<file path="config.mk">
export PLATFORM = sky130hd
export DESIGN_NAME = fetch_unit
export DESIGN_NICKNAME = d
export VERILOG_FILES = /design/src/rtl/fetch_unit.sv
export SDC_FILE = /design/constraint.sdc
export NUM_CORES = 1
export LEC_CHECK = 0
export CAP_MARGIN = 40
export CORE_UTILIZATION = 45
export DETAILED_ROUTE_END_ITERATION = 8
export PLACE_DENSITY_LB_ADDON = 0.05
export REMOVE_ABC_BUFFERS = 1
export SLEW_MARGIN = 15
export SYNTH_ARGS = -nofsm -noshare
export SYNTH_HDL_FRONTEND = slang
export SYNTH_SLANG_ARGS = --single-unit
</file>
<file path="constraint.sdc">
create_clock -name clk -period 3.6 [get_ports clk]
set_clock_uncertainty 0.1 [all_clocks]
set_input_delay 1.08 -clock clk [delete_from_list [all_inputs] [get_ports clk]]
set_output_delay 1.08 -clock clk [all_outputs]
set_load 0.01 [all_outputs]
</file>
<file path="src/rtl/fetch_unit.sv">
// Program-counter and opcode-fetch stage: holds PCH:PCL, fetches opcode bytes
// from program ROM through a ready handshake, and drives PC bytes onto the bus.
module fetch_unit #(
  parameter logic [15:0] RESET_VECTOR = 16'h0000,
  parameter int          ROM_TIMEOUT  = 15
) (
  input  logic        clk,
  input  logic        rst,
  input  logic        fetch_req,
  output logic        fetch_busy,
  output logic        ir_valid,
  output logic [7:0]  instruction,
  output logic        fetch_err,
  output logic [15:0] pc,
  input  logic        pc_inc,
  input  logic        pcl_car,
  input  logic        pch_car,
  input  logic        pcl_bus,
  input  logic        pch_bus,
  input  logic [7:0]  data_in,
  output logic [7:0]  data_out,
  output logic        data_oe,
  output logic [15:0] rom_addr,
  output logic        rom_cs,
  output logic        rom_rd,
  input  logic [7:0]  rom_data,
  input  logic        rom_ready
);

  localparam logic [0:0] IDLE = 1'b0;
  localparam logic [0:0] REQ  = 1'b1;

  localparam logic [7:0] WAIT_LAST = 8'(ROM_TIMEOUT - 1);

  logic [0:0] state;
  logic [7:0] wait_cnt;
  logic       auto_inc;

  assign fetch_busy = (state == REQ);
  assign rom_cs     = (state == REQ);
  assign rom_rd     = (state == REQ);
  assign auto_inc   = (state == REQ) && rom_ready;

  // The low byte wins when both bus enables are asserted.
  always_comb begin
    data_out = 8'h00;
    if (pcl_bus)
      data_out = pc[7:0];
    else if (pch_bus)
      data_out = pc[15:8];
  end

  assign data_oe = pcl_bus | pch_bus;

  always_ff @(posedge clk) begin
    if (rst) begin
      state       <= IDLE;
      pc          <= RESET_VECTOR;
      instruction <= 8'h00;
      ir_valid    <= 1'b0;
      fetch_err   <= 1'b0;
      rom_addr    <= 16'h0000;
      wait_cnt    <= 8'h00;
    end else begin
      ir_valid <= 1'b0;
      case (state)
        IDLE: begin
          if (fetch_req) begin
            rom_addr  <= pc;
            wait_cnt  <= 8'h00;
            fetch_err <= 1'b0;
            state     <= REQ;
          end
        end
        REQ: begin
          if (rom_ready) begin
            instruction <= rom_data;
            ir_valid    <= 1'b1;
            state       <= IDLE;
          end else if (wait_cnt == WAIT_LAST) begin
            fetch_err <= 1'b1;
            state     <= IDLE;
          end else begin
            wait_cnt <= wait_cnt + 8'd1;
          end
        end
        default: state <= IDLE;
      endcase

      // A byte load blocks every increment source; both sources merge into one +1.
      if (pcl_car || pch_car) begin
        if (pcl_car)
          pc[7:0] <= data_in;
        if (pch_car)
          pc[15:8] <= data_in;
      end else if (auto_inc || pc_inc) begin
        pc <= pc + 16'd1;
      end
    end
  end

endmodule

</file>
-- Yosys cells after proc, flatten, opt, wreduce, memory -nomap -nowiden
Cells that the tools add are included.
- register bits after elaboration: 51
- bits in latches: 0
- memory bits (writable): 0
- memory bits (read-only): 0
- bits of input ports: 25
- output and inout bits: 54
- logic and storage cells: 49
- memories: 0
- add/subtract/negate cells: 2
- multipliers: 0
- divide/modulo/power cells: 0
- magnitude comparators: 0
- equal/unequal tests: 7
- shift-type cells: 0
- muxes and demuxes: 19
- bitwise operators: 2
- reductions and logical operators: 11
- operators with widths (kind ; count):
    $mux 8 ; 7
    $mux 16 ; 2
    $add 16x1->16 const B ; 1
    $pmux 8 s2 ; 1
    $ne 2x2->1 const B ; 5
    $add 8x1->8 const B ; 1
    $eq 8x4->1 const B ; 1
    $reduce_and 2->1 ; 4
    $mux 1 ; 7
    $reduce_and 3->1 ; 2
    $pmux 1 s2 ; 2
    $logic_or 1x1->1 ; 2
    $ne 2x1->1 const B ; 1
    $reduce_bool 2->1 ; 1
    $reduce_or 2->1 ; 1
    $logic_and 1x1->1 ; 1
    $not 1->1 ; 1
    $or 1x1->1 ; 1

-- Longest topological paths before layout
- depth in word-level cells: 4
- mapped depth: 6
- mapped depth without buffers: 5

-- Least setup slack after synthesis
OpenSTA, ideal clock, no wires.
- kind: input to output
- start point: input port pch_bus
- end point: output port data_out[5]
- arrival: 1.656 ns
- required time: 2.420 ns
- setup slack: 0.764 ns
- stages on the path: 3
- buffers on the path: 1
- cells stage by stage: clkbuf_1 nand2_1 o21ai_0
- cells in the longest elaborated chain, start to end: 2
- ends and longest elaborated chain (what ; RTL line ; RTL):
    start: declaration ; 19 ; input logic pch_bus,
    $mux 8 ; 49 ; else if (pch_bus)
    $mux 8 ; 47 ; if (pcl_bus)
    end: declaration ; 21 ; output logic [7:0] data_out,
No other way between the ends.

-- Worst setup path after layout
- start point: input port pcl_bus
- end point: output port data_oe
- cells in the longest elaborated chain, start to end: 1
- ends and longest elaborated chain (what ; RTL line ; RTL):
    start: declaration ; 18 ; input logic pcl_bus,
    $or 1x1->1 ; 53 ; assign data_oe = pcl_bus | pch_bus;
    end: declaration ; 22 ; output logic data_oe,
No other way between the ends.

==> impl_metrics.csv <==
group,metric,value,unit
floorplanning,die_w,77.3,um
route,drt-pass1-iter-count,4,
floorplanning,rows,27,
clocking,cts_hold_buf,0,
pwr,power.density,340,nW/um2
worst_hold_path,hold_path_class,"register to register",
worst_setup_path,cp.arrival,2.24,ns
synthesis,ys_seq_elements,51,
synthesis,ys_seq_area_share,40.1,%
synthesis,yosysWarningCount,0,
worst_setup_path,crit_fanout,17,
worst_setup_path,crit_chain,"clkdlybuf4s50_1, buf_12, or2_2, dlygate4sd2_1",
floorplanning,ios,79,
route,vias,2663,
place,pre_cts_ws,-0.165,ns
worst_hold_path,min_to,"rom_addr[5]",
finish,finalNetCount,438,
pwr,ir_worst_vdd,217,uV
grt,track_usage,24.1,%
worst_hold_path,hold_depth,2,
grt,grt_pass1_vias,2483,
synthesis,yosysTopAreaCellShare,40.1,%
synthesis,yosysTopAreaCell,"dfxtp_1",
clocking,cts_root_buf,"clkbuf_8",
synthesis,synth_edf_count,0,
worst_setup_path,crit_path_max_incr_delay,0.44,ns
worst_setup_path,r2r_slack,1.34,ns
outcome,status,"completed",
place,gp_congestion,0.891,
timing,period_share,95.1,%
finish,drive_above_1_share,6.57,%
route,ant_nets,0,
place,post_dp_cell_area,3400,um2
timing,setup_violations,0,
place,dp_hpwl,5.08,mm
finish,stdcell_area,3470,um2
synthesis,synth_area_leaders,"dfxtp_1 40%, nand2_1 12%, a21oi_1 7.3%",
clocking,cts_resized,10,
timing,fin_ws,0.177,ns
worst_setup_path,cp_slowest_cell,"clkdlybuf4s50_1",
synthesis,syn_inst,340,
worst_setup_path,r2r-end,"pc[14]",
floorplanning,die_h,77.3,um
route,drcViolationCount,0,
clocking,clock_path_buffers,2,
worst_setup_path,critPathKind,"primary input to output pin",
grt,grt_max_degree,21,
clocking,post_cts_buffers,0,
clocking,cts_buffers,5,
route,routedWlPerCell,14.4,um
route,drt-initial-drc-count,127,
clocking,clk_pin_slew,0.09,ns
pwr,design_power_total,1.18,mW
timing,clock.fmax,0.292,GHz
worst_setup_path,reg2reg_from,"pc[0]",
synthesis,yosys_most_used_dff,"dfxtp_1",
job,cap_viol_max_count,0,
worst_setup_path,r2r_cells,5,
synthesis,ys_types,48,
grt,grt-ovfl-total,0,
grt,grt_first_pass_wirelength,11.5,mm
finish,area_delta_synth_final,36.3,%
pwr,p_leak,1.21,nW
worst_setup_path,cp-end-kind,"output pin",
floorplanning,initial_core_util,46.6,%
floorplanning,dieArea,5970,um2
worst_setup_path,cp-start-kind,"primary input",
timing,rsz0062_at_grt,"false",
place,io_buffers,78,
worst_setup_path,crit_required,2.42,ns
clocking,htree_levels,2,
grt,antenna_found_initial,0,
synthesis,synth_common_cells,"79 x nand2_1, 51 x dfxtp_1, 37 x a21oi_1, 22 x nor2_1, 20 x o21ai_0",
synthesis,ys_async_sr_fraction,0,%
timing,slew_violations,0,
clocking,cts.sinks,51,
timing,worstMarginPinSlew,0.680,ns
route,drt-vias-per-instance,5.51,
worst_hold_path,min_from,"rom_addr[5]",
floorplanning,core,5470,um2
timing,final_hold_viol_count,0,
timing,final.min_clock_period,3.42,ns
synthesis,synth_most_common_cell,"nand2_1",
synthesis,syn-cell-area,2550,um2
clocking,clock_latency,0.30,ns
synthesis,avgSynthCellArea,7.50,um2
timing,slew_headroom,54.3,%
clocking,cts_tree,"done",
route,routed_wl,6.97,mm
finish,antenna_cells,0,
==> worst max-delay path: cells and delay by family <==
kind | cells | cell delay, ns
and+or+nand+nor | 1 | 0.27
buffers and inverters | 3 | 0.88
==> through the flow <==
step	hold slack, ns	std cells	utilization, %	setup TNS [ns]
6_report	0.356	483	63.5	0
5_1_grt	0.380	483	63.5	0
4_1_cts	0.360	483	63.5	0
3_5_place_dp	0.346	475	62.1	-1.23
3_3_place_gp	0.341	475	62.1	-0.994
2_1_floorplan	0.374	315	-	0
==> power breakdown <==
| group | total, mW | switching (mW) | internal, mW | leakage [nW] |
|---|---|---|---|---|
| clock | 0.331 | 0.194 | 0.137 | 0.0483 |
| combinational | 0.221 | 0.107 | 0.114 | 0.745 |
| sequential | 0.628 | 0.0396 | 0.588 | 0.416 |
==> cell usage in the layout (no fill, tap or decap), types with 3 or more instances in the layout <==
cell and count:
a2111oi_0 3, a21o_1 3, a21oi_1 37, a311oi_1 4, a31oi_1 8, and2_1 7
buf_4 9, clkbuf_8 5, clkdlybuf4s50_1 68, dfxtp_1 51, dlygate4sd2_1 10, ha_1 3
inv_1 4, nand2_1 79, nand2b_1 5, nand3_1 13, nand4_1 4, nor2_1 22
nor3_1 5, nor4_1 5, o21ai_0 20, or2_2 3, xnor2_1 6
==> registers in the layout, indices dropped and copies added, names as in the netlist <==
register	count
wait_cnt	8
fetch_busy	1
instruction	8
pc	16
rom_addr	16
ir_valid	1
fetch_err	1
==> logic make-up (layout without fill, tap and decap cells) <==
logic type | after synthesis | count (layout) | share of synthesized area (%)
AOI/OAI and AO/OA | 92 | 92 | 21.9
xor gates and xnor gates | 7 | 7 | 2.41
adders and majority gates | 3 | 3 | 1.47
buffers and inverters | 30 | 101 | 4.96
DFF | 51 | 51 | 40.1
muxes | 1 | 1 | 0.442
and+or+nand+nor | 156 | 156 | 28.7
==> area by class of cell <==
class	count	area, um2
multi-input cells	259	1400
clock inverters	3	18.8
clock buffers	5	68.8
flip-flops and latches	51	1020
fillers	531	2000
inverters	5	18.8
repair buffers	88	856
well taps	72	90.1
==> how the worst max path moves through the flow <==
stage             from  slack [ns]           to  depth (start not counted)
5_1_grt        pcl_bus        0.13      data_oe                          4
3_5_place_dp   pch_bus       -0.16  data_out[7]                          4
4_1_cts        pcl_bus        0.17      data_oe                          4
3_3_place_gp   pch_bus       -0.12  data_out[3]                          4
2_1_floorplan  pch_bus        1.02  data_out[3]                          2
6_report       pcl_bus        0.18      data_oe                          4
==> metal layers <==
metal / global-route usage [%] / part of all wire [%] / routed length (um) / vias to the layer above
li1: - / - / - / 1330
met1: 31.3 / 46 / 3240 / 1198
met2: 38.8 / 45 / 3110 / 122
met3: 4.40 / 7.2 / 505 / 13
met4: 10.0 / 1.7 / 119 / 0
met5: 0 / 0 / 0 / -
Power figures use the tool's default switching activity.
